[src/rtl/pll_seq_ctrl.sv]
// PLL start-up / relock sequencer: power-cycles the PLL per divider request, filters LOCK, retries on timeout.
// Optional build macro PLL_SEQ_CTRL_HARD_RELOCK_EN: loss of lock re-runs the full EN power cycle with a fresh retry budget.
module pll_seq_ctrl #(
  parameter int unsigned DIS_CYCLES    = 4,
  parameter int unsigned LOCK_TIMEOUT  = 1000,
  parameter int unsigned LOCK_FILT     = 8,
  parameter int unsigned MAX_RETRY     = 3,
  parameter logic [7:0]  FBDIV_DEFAULT = 8'd10
) (
  input  logic       rclk,
  input  logic       rst_n,
  input  logic       sw_en,
  input  logic       cfg_valid,
  input  logic [7:0] cfg_fbdiv,
  output logic       cfg_ready,
  output logic       pll_en,
  output logic [7:0] pll_fbdiv,
  input  logic       pll_lock,
  output logic       locked,
  output logic       busy,
  output logic       err,
  output logic [3:0] retry_cnt,
  output logic       lol_seen
);
  localparam int DIS_W  = $clog2(DIS_CYCLES + 1);
  localparam int FILT_W = $clog2(LOCK_FILT + 1);
  localparam int TMO_W  = $clog2(LOCK_TIMEOUT + 1);

  localparam logic [DIS_W-1:0]  DIS_LAST  = DIS_W'(DIS_CYCLES - 1);
  localparam logic [DIS_W-1:0]  DIS_SAT   = DIS_W'(DIS_CYCLES);
  localparam logic [FILT_W-1:0] FILT_LAST = FILT_W'(LOCK_FILT - 1);
  localparam logic [FILT_W-1:0] FILT_SAT  = FILT_W'(LOCK_FILT);
  localparam logic [TMO_W-1:0]  TMO_LAST  = TMO_W'(LOCK_TIMEOUT - 1);
  localparam logic [TMO_W-1:0]  TMO_SAT   = TMO_W'(LOCK_TIMEOUT);
  localparam logic [3:0]        RETRY_MAX = 4'(MAX_RETRY);

  typedef enum logic [2:0] {
    S_OFF     = 3'd0,
    S_DISABLE = 3'd1,
    S_WAIT    = 3'd2,
    S_LOCKED  = 3'd3,
    S_FAIL    = 3'd4
  } state_t;

  state_t             state_q, state_d;
  logic [1:0]         sync_q;
  logic [DIS_W-1:0]   dis_cnt_q, dis_cnt_d;
  logic [FILT_W-1:0]  filt_cnt_q, filt_cnt_d;
  logic [TMO_W-1:0]   tmo_cnt_q, tmo_cnt_d;
  logic [7:0]         fbdiv_q, fbdiv_d;
  logic [3:0]         retry_q, retry_d;
  logic               lol_q, lol_d;
  logic               en_q, en_d;
  logic               locked_q, locked_d;
  logic               busy_q, busy_d;
  logic               err_q, err_d;
  logic               lock_s, hs, lock_hit, tmo_hit;

  assign lock_s    = sync_q[1];
  assign cfg_ready = rst_n & sw_en & (state_q inside {S_OFF, S_LOCKED, S_FAIL});
  assign hs        = cfg_valid & cfg_ready;
  // Hits are taken on the edge where the counter would reach its target.
  assign lock_hit  = lock_s && (filt_cnt_q == FILT_LAST);
  assign tmo_hit   = (tmo_cnt_q == TMO_LAST);

  always_comb begin
    state_d    = state_q;
    fbdiv_d    = fbdiv_q;
    retry_d    = retry_q;
    lol_d      = lol_q;
    dis_cnt_d  = '0;
    filt_cnt_d = '0;
    tmo_cnt_d  = '0;

    if (!sw_en) begin
      state_d = S_OFF;
    end else if (hs) begin
      state_d = S_DISABLE;
      fbdiv_d = cfg_fbdiv;
      retry_d = '0;
      lol_d   = 1'b0;
    end else begin
      case (state_q)
        S_DISABLE: if (dis_cnt_q == DIS_LAST) state_d = S_WAIT;
        S_WAIT: begin
          if (lock_hit) begin
            state_d = S_LOCKED;
          end else if (tmo_hit) begin
            if (retry_q < RETRY_MAX) begin
              retry_d = retry_q + 4'd1;
              state_d = S_DISABLE;
            end else begin
              state_d = S_FAIL;
            end
          end
        end
        S_LOCKED: begin
          if (!lock_s) begin
            lol_d = 1'b1;
`ifdef PLL_SEQ_CTRL_HARD_RELOCK_EN
            state_d = S_DISABLE;
            retry_d = '0;
`else
            state_d = S_WAIT;
`endif
          end
        end
        default: ;
      endcase
    end

    // Counters run only while the state is held; any transition restarts them from zero.
    if (state_d == state_q) begin
      if (state_q == S_DISABLE) begin
        dis_cnt_d = (dis_cnt_q == DIS_SAT) ? dis_cnt_q : dis_cnt_q + DIS_W'(1);
      end
      if (state_q == S_WAIT) begin
        if (lock_s) filt_cnt_d = (filt_cnt_q == FILT_SAT) ? filt_cnt_q : filt_cnt_q + FILT_W'(1);
        tmo_cnt_d = (tmo_cnt_q == TMO_SAT) ? tmo_cnt_q : tmo_cnt_q + TMO_W'(1);
      end
    end

    en_d     = (state_d == S_WAIT) || (state_d == S_LOCKED);
    locked_d = (state_d == S_LOCKED);
    busy_d   = (state_d == S_DISABLE) || (state_d == S_WAIT);
    err_d    = (state_d == S_FAIL);
  end

  always_ff @(posedge rclk) begin
    if (!rst_n) begin
      state_q    <= S_OFF;
      sync_q     <= '0;
      dis_cnt_q  <= '0;
      filt_cnt_q <= '0;
      tmo_cnt_q  <= '0;
      fbdiv_q    <= FBDIV_DEFAULT;
      retry_q    <= '0;
      lol_q      <= 1'b0;
      en_q       <= 1'b0;
      locked_q   <= 1'b0;
      busy_q     <= 1'b0;
      err_q      <= 1'b0;
    end else begin
      state_q    <= state_d;
      sync_q     <= {sync_q[0], pll_lock};
      dis_cnt_q  <= dis_cnt_d;
      filt_cnt_q <= filt_cnt_d;
      tmo_cnt_q  <= tmo_cnt_d;
      fbdiv_q    <= fbdiv_d;
      retry_q    <= retry_d;
      lol_q      <= lol_d;
      en_q       <= en_d;
      locked_q   <= locked_d;
      busy_q     <= busy_d;
      err_q      <= err_d;
    end
  end

  assign pll_en    = en_q;
  assign pll_fbdiv = fbdiv_q;
  assign locked    = locked_q;
  assign busy      = busy_q;
  assign err       = err_q;
  assign retry_cnt = retry_q;
  assign lol_seen  = lol_q;

endmodule

[config.mk]
export PLATFORM = sky130hd
export DESIGN_NAME = pll_seq_ctrl
export DESIGN_NICKNAME = d
export VERILOG_FILES = /design/src/rtl/pll_seq_ctrl.sv
export SDC_FILE = /design/constraint.sdc
export NUM_CORES = 1
export LEC_CHECK = 0
export BUFFER_PORTS_ARGS = -buffer_cell sky130_fd_sc_hd__buf_2
export CORE_ASPECT_RATIO = 0.7
export CORE_MARGIN = 1.5
export CORE_UTILIZATION = 50
export DETAILED_ROUTE_END_ITERATION = 7
export PLACE_DENSITY = 0.72
export SLEW_MARGIN = 20
export SYNTH_ARGS = -nofsm -noshare
export SYNTH_HDL_FRONTEND = slang
export SYNTH_SLANG_ARGS = --single-unit
[constraint.sdc]
create_clock -name rclk -period 3.54 [get_ports rclk]
set_input_delay 0.177 -clock rclk [delete_from_list [all_inputs] [get_ports rclk]]
set_output_delay 0.177 -clock rclk [all_outputs]
set_load 0.005 [all_outputs]
==> impl_metrics.tcl <==
set metrics [dict create \
    status "complete, no violations" \
    cts_tree "yes" \
    maxCapViolations 0 \
    cts_buffer_depth 2 \
    start_util_pct 54.2 \
    final_common_cell "dfxtp_1" \
    hold_violations 0 \
    worstSkewPairLatency_ns 0.29 \
    yosys.area.top_type "dfxtp_1" \
    htree_levels 2 \
    fill_cells 297 \
    finalSetupViolations 0 \
    area_delta_synth_final_pct 17.7 \
    fin_setup_tns_ns 0 \
    vias 1418 \
    syn_area_per_cell_um2 8.84 \
    synth_area_um2 1780 \
    numPortBuffers 30 \
    dr.pass1.iters 4 \
    cts_resized 0 \
    required_ns 3.77 \
    worst_pin_slew_ns 0.601 \
    met1_length_um 1860 \
    place.gp.congestion 0.831 \
    hp-start "pll_lock" \
    synth-edff-count 0 \
    syn-num-nets 222 \
    wire_per_inst_um 12.2 \
    async_reset_ff_share_pct 0 \
    top_layer "met4" \
    crit_fanout 4 \
    diodes 0 \
    routed_via_density 5.01 \
    io_pins 31 \
    syn_inst 201 \
    finalClockSkew_ns 0.00538 \
    yosys.area.top_type_share_pct 43.9 \
    yosys_register_bits 39 \
    antenna_left 0 \
    r2r_setup_slack_ns 1.61 \
    synth_warnings 0 \
    synthTopCellsByArea "dfxtp_1 44%, nand2_1 5.7%, ha_1 5.6%" \
    fin_nets 256 \
    met3_length_um 157 \
    synth-main-ff-cell "dfxtp_1" \
    routed_wl_um 3450 \
    ys_seq_area_share_pct 43.9 \
    endpoint_kind "flip-flop" \
    cts_sinks 39 \
    criticalPathCategory "flip-flop to flip-flop" \
    track_usage_pct 19.7 \
    hold_path.class "primary input to flip-flop" \
    hold_path_depth 2 \
    drt_iter0_markers 81 \
    power.density_nw_per_um2 410 \
    final_cell_mix "39 x dfxtp_1, 30 x buf_2, 27 x nand2_1" \
    coreArea_um2 3280 \
    cp-start-kind "flip-flop" \
    timing.hold.ws_ns 0.0876 \
    post-dp-hpwl_um 2620 \
    dieArea_um2 3930 \
    fmax_mhz 518 \
    synthDistinctLibCells 45 \
    grt_pass1_vias 1243 \
    die_x_um 74.3 \
    r2r-end "err" \
    relSlewSlack_pct 59.9 \
    hold_end "sync_q[0]" \
    leakagePower_nw 0.860 \
    grt_max_degree 15 \
    drive_gt1_share_pct 19.9 \
    fp.dieH_um 52.9 \
    peakVddDrop_uv 312 \
    reg2reg_depth 6 \
    overflow 0 \
    cts_hold_buf 0 \
    root_buffer "clkbuf_8" \
    post_cts.repair.setup_buffers 0 \
    route.detailed.drc 0 \
    fin_crit_ns 1.93 \
    drv_slew 0 \
    period_share_pct 54.5 \
    reg2reg_from "filt_cnt_q[0]" \
    clk_pin_slew_ns 0.07 \
    wl_met2_um 1360 \
    rsz0062_at_grt "no" \
    arrival_ns 2.16 \
    antenna_found_initial 0 \
    grt_pass1_wl_um 5620 \
    numCtsBuffers 5 \
    rows 17 \
]
==> routing by layer <==
metal | vias up | global-route usage (%)
li1 | 750 | -
met1 | 634 | 27.8
met2 | 28 | 26.8
met3 | 6 | 5.71
met4 | 0 | 10.0
met5 | - | 0
==> flip-flops by register name, summed over array words and instances (netlist names) <==
signal	cells
locked	1
busy	1
err	1
pll_fbdiv	8
lol_seen	1
sync_q	2
tmo_cnt_q	10
state_q	3
filt_cnt_q	4
retry_cnt	4
pll_en	1
dis_cnt_q	3
==> report_power, final <==
group | leakage (nW) | internal, mW | switching [mW]
combinational | 0.484 | 0.0144 | 0.0198
sequential | 0.315 | 0.444 | 0.00255
clock | 0.0612 | 0.228 | 0.149
total | 0.860 | 0.686 | 0.172
==> cell usage after synthesis, types with 2 or more instances <==
| master | instances |
|---|---|
| a21oi_1 | 12 |
| a31oi_1 | 2 |
| and2_1 | 7 |
| and3_1 | 4 |
| buf_2 | 3 |
| dfxtp_1 | 39 |
| ha_1 | 8 |
| inv_1 | 11 |
| nand2_1 | 27 |
| nand2b_1 | 3 |
| nand3_1 | 9 |
| nand3b_1 | 2 |
| nand4_1 | 2 |
| nor2_1 | 21 |
| nor2b_1 | 2 |
| nor3_1 | 5 |
| nor3b_1 | 2 |
| o21a_1 | 3 |
| o21ai_0 | 2 |
| or2_2 | 2 |
| or3_1 | 2 |
| xnor2_1 | 6 |
| xor2_1 | 5 |
==> cell families (layout without fill, tap and decap cells) <==
| group | after synthesis | count (layout) | synth area share [%] |
|---|---|---|---|
| AOI/OAI and AO/OA | 28 | 28 | 11.3 |
| xor gates and xnor gates | 11 | 11 | 5.42 |
| adders and majority gates | 8 | 8 | 5.63 |
| buffers and inverters | 16 | 51 | 3.59 |
| DFF | 39 | 39 | 43.9 |
| muxes | 2 | 2 | 1.20 |
| and+or+nand+nor | 97 | 97 | 28.9 |
==> critical path: stages, from the launching register on <==
cell and delay, ns:
dfxtp_1 0.35, ha_1 0.25, and4b_1 0.25, o41ai_1 0.48, a221o_1 0.27, o211a_1 0.17
and2_1 0.12
==> worst max path at each step <==
stage | start | end
after floorplan | filt_cnt_q[0] | busy
after global placement | filt_cnt_q[0] | busy
after detailed placement | filt_cnt_q[0] | err
after CTS | filt_cnt_q[0] | err
after global routing | state_q[1] | filt_cnt_q[3]
final | filt_cnt_q[0] | err
==> metrics by stage <==
step	setup slack, ns	std cells	util [%]	cell area (um2)	power (mW)
2_1_floorplan	1.84	201	-	1780	0.474
3_3_place_gp	1.56	275	60.3	1970	0.490
3_5_place_dp	1.65	275	60.3	1970	0.491
4_1_cts	1.62	283	63.9	2090	0.865
5_1_grt	1.48	283	63.9	2090	0.891
6_report	1.61	283	63.9	2090	0.858
==> final cells by class <==
cell class                 instances  area, um2  share of cell area (%)
multi-input combinational        146        932                    44.6
sequential                        39        781                    37.3
timing repair buffer              31        158                    7.54
clock buffer                       6       82.6                    3.95
tap                               47       58.8                    2.81
inverter                          12       45.0                    2.15
clock inverter                     2       35.0                    1.67
Power figures use the tool's default switching activity.
